**config.mk**
```make
export PLATFORM = sky130hd
export DESIGN_NAME = spi_sector_erase_ctrl
export DESIGN_NICKNAME = d
export VERILOG_FILES = /design/src/rtl/spi_sector_erase_ctrl.sv
export SDC_FILE = /design/constraint.sdc
export NUM_CORES = 1
export LEC_CHECK = 0
export CORE_UTILIZATION = 57
export CTS_BUF_LIST = sky130_fd_sc_hd__clkbuf_8
export DETAILED_ROUTE_END_ITERATION = 6
export GPL_TIMING_DRIVEN = 0
export PLACE_DENSITY = 0.8
export SLEW_MARGIN = 10
export SYNTH_ARGS = -nofsm -noshare
export SYNTH_HDL_FRONTEND = slang
export SYNTH_SLANG_ARGS = --single-unit
```
**constraint.sdc**
```tcl
create_clock -name sys_clk -period 5.13 [get_ports sys_clk]
set_input_delay 0.7695 -clock sys_clk [delete_from_list [all_inputs] [get_ports sys_clk]]
set_output_delay 0.7695 -clock sys_clk [all_outputs]
set_load 0.005 [all_outputs]
```
**src/rtl/spi_sector_erase_ctrl.sv**
```systemverilog
// Sector-erase sequencer for a byte-level SPI master: WREN, SECTOR ERASE, then RDSR polling until WIP clears.
// Define SE_TIMEOUT_EN to bound the number of status polls and report a timeout through err.
module spi_sector_erase_ctrl #(
    parameter int unsigned PWRUP_WAIT    = 100,
    parameter int unsigned CS_GAP        = 10,
    parameter int unsigned POLL_GAP      = 50,
    parameter logic [15:0] TIMEOUT_POLLS = 16'd60000
) (
    input  logic        sys_clk,
    input  logic        sys_rst,
    input  logic        erase_req,
    input  logic [23:0] erase_addr,
    output logic        busy,
    output logic        done,
    output logic        err,
    output logic        spi_start,
    output logic        spi_end,
    output logic [7:0]  data_send,
    input  logic        send_done,
    input  logic [7:0]  data_rec
);

    typedef enum logic [3:0] {
        PWRUP,
        READY,
        WREN,
        GAP1,
        SE,
        GAP2,
        RDSR,
        PGAP,
        FIN
    } state_t;

    localparam logic [31:0] PWRUP_LEN = 32'(PWRUP_WAIT);
    localparam logic [31:0] CS_LEN    = 32'(CS_GAP);
    localparam logic [31:0] POLL_LEN  = 32'(POLL_GAP);

    state_t      state;
    state_t      state_next;
    logic [31:0] cnt;
    logic [31:0] gap_len;
    logic        gap_hit;
    logic        gap_state;
    logic [1:0]  byte_idx;
    logic [1:0]  byte_idx_next;
    logic        sent;
    logic        sent_next;
    logic [23:0] addr_q;
    logic        accept;
    logic        frame_done;
    logic        poll_limit;

    // Length of the wait in the current counting state; the counter restarts at zero on every state entry.
    always_comb begin
        gap_len = 32'd0;
        case (state)
            PWRUP:      gap_len = PWRUP_LEN;
            GAP1, GAP2: gap_len = CS_LEN;
            PGAP:       gap_len = POLL_LEN;
            default:    gap_len = 32'd0;
        endcase
    end

    assign gap_hit   = (cnt + 32'd1) >= gap_len;
    assign gap_state = (state == PWRUP) || (state == GAP1) || (state == GAP2) || (state == PGAP);

    always_ff @(posedge sys_clk) begin
        if (sys_rst) begin
            state    <= PWRUP;
            cnt      <= '0;
            byte_idx <= '0;
            sent     <= 1'b0;
            addr_q   <= '0;
        end else begin
            state <= state_next;
            if (state_next != state) begin
                cnt      <= '0;
                byte_idx <= '0;
                sent     <= 1'b0;
            end else begin
                if (gap_state) begin
                    cnt <= cnt + 32'd1;
                end
                byte_idx <= byte_idx_next;
                sent     <= sent_next;
            end
            if (accept) begin
                addr_q <= erase_addr;
            end
        end
    end

    // In byte states, 'sent' marks a byte in flight: spi_start fires only while it is clear,
    // spi_end only on a send_done while it is set, so the two can never coincide.
    always_comb begin
        state_next    = state;
        byte_idx_next = byte_idx;
        sent_next     = sent;
        spi_start     = 1'b0;
        spi_end       = 1'b0;
        data_send     = 8'h00;
        accept        = 1'b0;
        frame_done    = 1'b0;
        case (state)
            PWRUP: begin
                if (gap_hit) begin
                    state_next = READY;
                end
            end
            READY: begin
                if (erase_req) begin
                    accept     = 1'b1;
                    state_next = WREN;
                end
            end
            WREN: begin
                if (!sent) begin
                    spi_start = 1'b1;
                    data_send = 8'h06;
                    sent_next = 1'b1;
                end else if (send_done) begin
                    spi_end    = 1'b1;
                    state_next = GAP1;
                end
            end
            GAP1: begin
                if (gap_hit) begin
                    state_next = SE;
                end
            end
            SE: begin
                if (!sent) begin
                    spi_start = 1'b1;
                    sent_next = 1'b1;
                    case (byte_idx)
                        2'd0:    data_send = 8'hD8;
                        2'd1:    data_send = addr_q[23:16];
                        2'd2:    data_send = addr_q[15:8];
                        default: data_send = addr_q[7:0];
                    endcase
                end else if (send_done) begin
                    if (byte_idx == 2'd3) begin
                        spi_end    = 1'b1;
                        state_next = GAP2;
                    end else begin
                        byte_idx_next = byte_idx + 2'd1;
                        sent_next     = 1'b0;
                    end
                end
            end
            GAP2: begin
                if (gap_hit) begin
                    state_next = RDSR;
                end
            end
            RDSR: begin
                if (!sent) begin
                    spi_start = 1'b1;
                    sent_next = 1'b1;
                    data_send = (byte_idx == 2'd0) ? 8'h05 : 8'h00;
                end else if (send_done) begin
                    if (byte_idx == 2'd0) begin
                        byte_idx_next = 2'd1;
                        sent_next     = 1'b0;
                    end else begin
                        spi_end    = 1'b1;
                        frame_done = 1'b1;
                        if (!data_rec[0] || poll_limit) begin
                            state_next = FIN;
                        end else begin
                            state_next = PGAP;
                        end
                    end
                end
            end
            PGAP: begin
                if (gap_hit) begin
                    state_next = RDSR;
                end
            end
            FIN: begin
                state_next = READY;
            end
            default: begin
                state_next = PWRUP;
            end
        endcase
        // A frame cut short by reset must not release CS; the byte master resets itself.
        if (sys_rst) begin
            spi_start = 1'b0;
            spi_end   = 1'b0;
            data_send = 8'h00;
        end
    end

    assign busy = (state != PWRUP) && (state != READY);
    assign done = (state == FIN);

`ifdef SE_TIMEOUT_EN
    logic [15:0] poll_cnt;
    logic        err_flag;

    // One count per completed status frame; the limit is checked against the frame now finishing.
    always_ff @(posedge sys_clk) begin
        if (sys_rst) begin
            poll_cnt <= '0;
            err_flag <= 1'b0;
        end else if (accept) begin
            poll_cnt <= '0;
            err_flag <= 1'b0;
        end else if (frame_done) begin
            poll_cnt <= poll_cnt + 16'd1;
            if (data_rec[0] && poll_limit) begin
                err_flag <= 1'b1;
            end
        end
    end

    assign poll_limit = ({1'b0, poll_cnt} + 17'd1) >= {1'b0, TIMEOUT_POLLS};
    assign err        = done && err_flag;
`else
    logic unused_timeout;

    assign poll_limit     = 1'b0;
    assign err            = 1'b0;
    assign unused_timeout = ^{TIMEOUT_POLLS, frame_done};
`endif

    logic unused_rec;
    assign unused_rec = ^data_rec[7:1];

endmodule

```
Word-level counts from Yosys, hierarchy flattened --
Cells that the tools add are included.
Operators by class: $add $sub $neg 2, order comparisons 1, eq/ne operators 19, muxes and demuxes 49, reduce and logical (&&, ||, !) cells 14
Operators by type and width (number):
- $mux W4 | 13
- $pmux W8 S3 | 2
- $add A32 B1 Y32 const B | 1
- $ge A32 B32 Y1 | 1
- $pmux W4 S8 | 1
- $pmux W7 S3 | 1
- $mux W1 | 18
- $eq A4 B3 Y1 const B | 4
- $mux W8 | 2
- $mux W2 | 6
- $ne A2 B2 Y1 const B | 6
- $mux W3 | 3
- $eq A4 B2 Y1 const B | 2
- $reduce_and A7 Y1 | 1
- $pmux W1 S3 | 2
- $reduce_or A2 Y1 | 3
- $eq A2 B2 Y1 const B | 2
- $eq A4 B1 Y1 const B | 1
- $eq A4 B4 Y1 const B | 1
- $logic_not A4 Y1 | 1
- $ne A4 B1 Y1 const B | 1
- $ne A4 B4 Y1 | 1
- $pmux W2 S2 | 1
- $reduce_bool A4 Y1 | 1
- 8 further kinds | 10
Word-level totals: register bits after elaboration 63, logic and storage cells 90

Depth between registers and ports, before layout --
Gate-level depths: netlist of the first run.
depth after elaboration 8, depth in mapped cells 15

Worst setup path before layout of the first run --
OpenSTA, ideal clock, no wires.
path kind register to register, start point reg state[0], end point reg cnt[22], data arrival time 3477 ps, required time 4994 ps, setup slack 1518 ps, stages on the path, launching flop included 16, period minus slack after synthesis 3612 ps, cells stage by stage dfxtp_1 > nor2b_1 > and2_1 > clkbuf_1 > ha_1 > a21bo_2 > a21o_1 > a21o_1 > a211oi_1 > o22ai_1 > or4_4 > buf_6 > nor4_4 > clkbuf_1 > nand4b_1 > o31ai_2
Between the ends: word-level cells in the longest chain between the ends 8
RTL lines:
- start: declaration | RTL line 39 | state_t state;
- start signal: assignment | RTL line 76 | state <= state_next;
- $eq A4 B2 Y1 or $eq A4 B3 Y1 (tied branches) | RTL line 57, 66, 105
- $reduce_or A2 Y1 | RTL line 57 | case (state)
- $pmux W7 S3 | RTL line 57
- $ge A32 B32 Y1 | RTL line 65 | assign gap_hit = (cnt + 32'd1) >= gap_len;
- $mux W4 (on tied branches)
- $pmux W4 S8 | RTL line 105 | case (state)
- $ne A4 B4 Y1 | RTL line 77 | if (state_next != state) begin
- $reduce_or A2 Y1 (no line)
- end signal: assignment | RTL line 83 | cnt <= cnt + 32'd1;
- end: declaration | RTL line 41 | logic [31:0] cnt;
Parallel ways exist; a longest one is shown, timed or not. A chain may end at the register's enable or synchronous reset.

Final worst setup path of the first run --
start point reg state[0], end point reg cnt[20]
The elaborated chain is that of the path after synthesis.

==> results of run 1 <==
## area by class of cell
cell class / instances / area, µm² / share of cell area [%]
clock buffer: 9 / 124 / 2.24
timing repair buffer: 40 / 400 / 7.24
inverter: 7 / 26.3 / 0.475
tap: 105 / 131 / 2.38
multi-input combinational: 492 / 3210 / 58.0
buffer: 57 / 277 / 5.00
clock inverter: 7 / 103 / 1.86
sequential: 63 / 1260 / 22.8
## power by group through the flow
stage | clock, W | combinational [W] | sequential, W
6_report | 0.000509 | 0.0000531 | 0.000494
4_1_cts | 0.000510 | 0.0000527 | 0.000494
5_1_grt | 0.000532 | 0.0000581 | 0.000494
3_3_place_gp | 0 | 0.0000512 | 0.000505
3_5_place_dp | 0 | 0.0000521 | 0.000505
2_1_floorplan | 0 | 0.0000242 | 0.000505
## kinds of logic after synthesis
family | synth area share (%)
simple gates | 35.5
compound gates | 18.0
buf+inv | 6.35
flops | 26.4
xor+xnor | 8.44
fa+ha+maj | 2.88
mux | 2.33
other cells | 0.0786
## tightest hold or removal path: cells and delay by family, from the launching register on
| kind | cells | cell delay, ns |
|---|---|---|
| AND/OR/NAND/NOR | 1 | 0.05 |
| AO/OA/AOI/OAI | 1 | 0.05 |
| flip-flops | 1 | 0.32 |
## final timing paths
| check | from | end | slack [ns] | cells past startpoint |
|---|---|---|---|---|
| min | addr_q[1]$_SDFFE_PP0P_ | addr_q[1]$_SDFFE_PP0P_ | 0.46 | 2 |
| max reg2reg | state[0]$_SDFF_PP0_ | cnt[20]$_SDFFE_PP0P_ | 0.70 | 14 |
| min reg2reg | addr_q[1]$_SDFFE_PP0P_ | addr_q[1]$_SDFFE_PP0P_ | 0.46 | 2 |
| max | state[0]$_SDFF_PP0_ | cnt[20]$_SDFFE_PP0P_ | 0.70 | 14 |
## metrics by stage
step	hold slack (ns)	cells	setup WS (ns)	power, W	cell area, µm²
floorplan	0.436	619	1.52	0.000529	4770
global placement	0.444	764	0.920	0.000556	5300
detailed placement	0.449	764	0.805	0.000557	5300
CTS	0.462	780	0.793	0.00106	5530
global route	0.475	780	0.489	0.00108	5530
finish	0.462	780	0.698	0.00106	5530
## sequential cells by signal, summed over array words and instances (netlist names)
name and flops:
byte_idx 2, addr_q 24, cnt 32, sent 1, state 4
## placed cells by master (no fill, tap or decap), types with 11 or more instances in the layout
cell	n
xnor2_1	21
buf_2	17
o31ai_2	27
dfxtp_1	63
nand2_1	86
a21oi_1	36
nand4b_1	31
nand4_1	22
ha_1	11
nand3_1	21
xor2_1	25
clkdlybuf4s50_1	40
nor2_1	81
clkbuf_1	32
## layer usage
layer | global-route usage (%) | vias to the layer above
met4 | 10.0 | 0
met2 | 48.1 | 183
met1 | 44.5 | 2321
met3 | 4.72 | 25
li1 | - | 2327
met5 | 0 | -
==> impl_metrics.toml, run 1 <==
[synth]
yosysUniqueCellTypes = 62
syn_area_um2 = 4770
synth_area_leaders = "dfxtp_1 26%, o31ai_2 7.1%, nand2_1 6.8%"
synth-async-reset-ratio_pct = 0
synthMostInstantiatedCell = "nand2_1"
synth_top_cell_by_area = "dfxtp_1"
ys_seq_elements = 63
syn-instance-count = 619
yosysWarningCount = 0
ys_seq_area_share_pct = 26.4
synth_common_cells = "86 x nand2_1, 81 x nor2_1, 63 x dfxtp_1, 36 x a21oi_1, 32 x clkbuf_1"
synth_top_area_share_pct = 26.4
synth_nets = 666
synth-edff-count = 0
synth_flop_cell = "dfxtp_1"
avgSynthCellArea_um2 = 7.71

[floorplan]
pin_count = 49
fp.dieW_um = 93.5
die_h_um = 93.5
die_area_um2 = 8740
core_area_um2 = 8180
std_cell_rows = 33
start_util_pct = 58.4

[detailed_routing]
antenna_left = 0
drt_iter0_drc = 438
num_vias = 4856
wirelength_um = 13000
drc = 0
drtPass1Iterations = 5
wl_met2_um = 5880
vias_per_cell = 6.23
met3_length_um = 873
top_layer_used = "met4"
wl_per_cell_um = 16.7
wirelength_met1_um = 6040

[power_and_ir_drop]
ir_drop_uv = 123
swShare_pct = 24.3
p_sw_w = 0.000256
powerDensity_nw_per_um2 = 191
leakagePower_nw = 1.89
comb_power_share_pct = 5.0
p_int_w = 0.000799
power_frac_seq_pct = 46.8
power_frac_clock_pct = 48.2

[global_route]
grtUsageTotal_pct = 31.2
grt-ovfl-total = 0
antenna_found_initial = 0
grt_pass1_vias = 4472
grt_pass1_wl_um = 21600
grt_max_degree = 14

[cts]
cts_resized = 0
root_buffer = "clkbuf_8"
cts_made_buffers = 9
cts_tree = "built"
htreeDepth = 3
cts_hold_buf = 0
path_clk_slew_ns = 0.08
clockBufferDepth = 2
clock-sinks = 63
post_cts_buffers = 0
insertion_delay_ns = 0.36

[sta]
final.setup_skew_ns = 0.00954
finalCriticalPeriod_ns = 4.43
fmax_mhz = 226
finalSetupViolCount = 0
period_share_pct = 86.4
slew_viol_final = 0
maxSlewHeadroom_pct = 31.6
tns_ns = 0
hold_viol = 0
worst_pin_slew_ns = 1.01
rsz0062_at_grt = "false"

[setup_path]
path_delay_family = "simple AND/OR/NAND/NOR gates"
crit_buf_inv = 4
critPathKind = "reg2reg"
cp-start-kind = "flip-flop"
worstPathRequired_ns = 5.40
worstPathMaxFanout = 10
crit_slowest_cell = "nor4_1"
crit_arrival_ns = 4.71
end_kind = "flip-flop"
max_stage_delay_ns = 0.74
path_cells = "clkbuf_1 -> nor4_1 -> inv_1 -> ha_1 -> a21o_1 -> a21o_1 -> a211oi_1 -> o22ai_1 -> or4_4 -> buf_6 -> o21ai_1 -> clkbuf_1 -> nand4b_1 -> o31ai_2"

[cells_and_area]
diodes = 0
area_delta_synth_final_pct = 15.9
final_core_util_pct = 67.6
final_nets = 717
nFillCells = 727
drive_gt1_share_pct = 12.6

[hold_path]
min_path_type = "reg2reg"

[place]
dpl.hpwl_um = 9340
portBuffers = 40
place_congestion = 0.970

[run_status]
status = "complete, no violations"

[run]
max_cap_viol_count = 0
No activity file was read; power rests on OpenSTA's default activity.
==> run 2: changes to the inputs <==
Settings changed: HOLD_SLACK_MARGIN set to 0.15.
Clock period 5.13 ns to 5.55 ns, I/O delays scaled along.
==> results of run 2 <==
The final DEF is identical to that of run 1. Status: complete, no violations.
Among the figures that moved: setup slack after placement 0.805 ns -> 1.22 ns; setup slack after layout 0.698 ns -> 1.12 ns; register-to-register setup slack 0.70 ns -> 1.12 ns; total power 0.00106 W -> 0.000976 W; worst IR drop on VDD 123 µV -> 114 µV
==> run 3: changes to the inputs <==
Settings changed: CORE_UTILIZATION 57 to 54, PLACE_DENSITY 0.8 to 0.79.
Clock period 5.55 ns to 3.6 ns, I/O delays scaled along.
==> impl_metrics.toml, run 3 (synthesis gave the netlist of run 1 again) <==
[setup_path]
worstPathMaxFanout = 7
ff2ff_path_depth = 13
path_cells = "ha_1 -> nand3_1 -> nor2_2 -> xor2_1 -> ha_1 -> a221oi_2 -> nand4_1 -> or4_4 -> buf_4 -> o21a_4 -> nor2_4 -> buf_12 -> mux2_2"
cp-start-kind = "flip-flop"
crit_slowest_cell = "or4_4"
r2r-start = "cnt[1]$_SDFFE_PP0P_"
crit_end = "byte_idx[0]$_SDFFE_PP0P_"
reg2reg_slack_ns = -0.07
r2r-end = "byte_idx[0]$_SDFFE_PP0P_"
critPathKind = "reg2reg"
crit_top_cell = "ha_1"
end_kind = "flip-flop"
crit_arrival_ns = 3.92
max_stage_delay_ns = 0.60
worstPathRequired_ns = 3.85
startpoint = "cnt[1]$_SDFFE_PP0P_"

[cts]
path_clk_slew_ns = 0.08
root_buffer = "clkbuf_8"
htreeDepth = 3
clockBufferDepth = 2
insertion_delay_ns = 0.36
cts_tree = "built"
clock-sinks = 63
cts_made_buffers = 9

[sta]
fin_ws_ns = -0.0698
rsz0062_at_grt = "true"
fmax_mhz = 272
hold_viol = 0
maxSlewHeadroom_pct = 48.2
final.setup_skew_ns = 0.00788
finalCriticalPeriod_ns = 3.67
finalSetupViolCount = 33
slew_viol_final = 0
worst_pin_slew_ns = 0.775
period_share_pct = 102
worst_hold_slack_ns = 0.460

[floorplan]
die_h_um = 96.0
std_cell_rows = 33
die_area_um2 = 9220
start_util_pct = 56.9
fp.dieW_um = 96.0
pin_count = 49
core_area_um2 = 8380

[run_status]
violations = "negative setup slack"
status = "complete, but fails checks"

[cells_and_area]
regMostFlops = "cnt"
mostFrequentLayoutCells = "86 x nand2_1, 80 x nor2_1, 60 x dfxtp_1, 40 x clkdlybuf4s50_1, 36 x a21oi_1"
area_delta_synth_final_pct = 26.7
final_common_cell = "nand2_1"
final_area_um2 = 6050
drive_gt1_share_pct = 18.5
diodes = 0
top_regs = "cnt x32, addr_q x24, state x4"
largest_reg_flops = 32
final_nets = 727

[detailed_routing]
wirelength_um = 14000
drtPass1Iterations = 5
wl_per_cell_um = 17.7
drc = 0
num_vias = 4883
vias_per_cell = 6.18
antenna_left = 0
drt_iter0_drc = 341

[hold_path]
min_path_type = "reg2reg"

[power_and_ir_drop]
powerDensity_nw_per_um2 = 252
leakagePower_nw = 2.05
p_sw_w = 0.000384
total_power_w = 0.00153
swShare_pct = 25.2
power_frac_seq_pct = 46.1
p_int_w = 0.00114
power_frac_clock_pct = 48.2
ir_drop_uv = 177
comb_power_share_pct = 5.8

[global_route]
grt-ovfl-total = 0
grtUsageTotal_pct = 30.1
grt_pass1_vias = 4476
grt_max_degree = 14
antenna_found_initial = 0
grt_pass1_wl_um = 21500

[place]
place_congestion = 0.909
place_area_um2 = 5310
dpl.hpwl_um = 9410
dp_slack_ns = -0.443
portBuffers = 40

[run]
max_cap_viol_count = 0
==> run 3: final cells by class <==
| type | instances | area [µm²] |
|---|---|---|
| fillers | 665 | 2340 |
| plain buffers | 55 | 334 |
| clock inverters | 7 | 103 |
| clock buffers | 9 | 124 |
| flip-flops and latches | 63 | 1270 |
| inverters | 7 | 26.3 |
| multi-input cells | 492 | 3510 |
| well taps | 105 | 131 |
| repair buffers | 52 | 553 |
==> run 3: power groups by stage <==
stage          sequential (W)  clock (W)  combinational (W)
2_1_floorplan        0.000719          0          0.0000345
3_3_place_gp         0.000720          0          0.0000727
3_5_place_dp         0.000720          0          0.0000746
4_1_cts              0.000703   0.000731          0.0000763
5_1_grt              0.000703   0.000771          0.0000944
6_report             0.000703   0.000735          0.0000882
==> run 3: critical path, delay by kind of cell (launching register included) <==
family	cells	cell delay (ns)
compound gates	2	0.40
mux	1	0.33
xor+xnor	1	0.12
simple gates	5	1.42
flops	1	0.42
buf+inv	2	0.34
fa+ha+maj	2	0.51
==> run 3: repair_timing <==
action	CTS	global route
gates cloned	1	2
hold endpoints to repair	0	0
setup endpoints to repair	36	41
hold buffers	0	0
pin swaps	5	36
gates resized for setup	22	72
setup buffers	5	5
==> run 3: how the worst min path moves through the flow <==
stage,from,endpoint,depth (start not counted)
6_report,addr_q[14]$_SDFFE_PP0P_,addr_q[14]$_SDFFE_PP0P_,2
5_1_grt,addr_q[21]$_SDFFE_PP0P_,addr_q[21]$_SDFFE_PP0P_,2
4_1_cts,addr_q[21]$_SDFFE_PP0P_,addr_q[21]$_SDFFE_PP0P_,2
3_5_place_dp,addr_q[22]$_SDFFE_PP0P_,addr_q[22]$_SDFFE_PP0P_,2
3_3_place_gp,addr_q[22]$_SDFFE_PP0P_,addr_q[22]$_SDFFE_PP0P_,2
2_1_floorplan,addr_q[16]$_SDFFE_PP0P_,addr_q[16]$_SDFFE_PP0P_,2
==> run 3: stage by stage <==
step                      cells  setup TNS (ns)  util (%)
after floorplan             619               0         -
after global placement      764          -13.39      63.4
after detailed placement    764          -14.07      63.4
after CTS                   785               0      67.7
after global routing        790           -4.70      72.1
final                       790          -0.853      72.1
==> run 3: per-layer routing <==
layer / wire length (µm) / up-vias / share of wire, % / global-route usage, %
met2: 6650 / 178 / 47 / 47.2
met5: 0 / - / 0 / 0
li1: - / 2341 / - / -
met3: 947 / 18 / 6.8 / 5.85
met4: 136 / 0 / 0.97 / 7.09
met1: 6280 / 2346 / 45 / 42.2
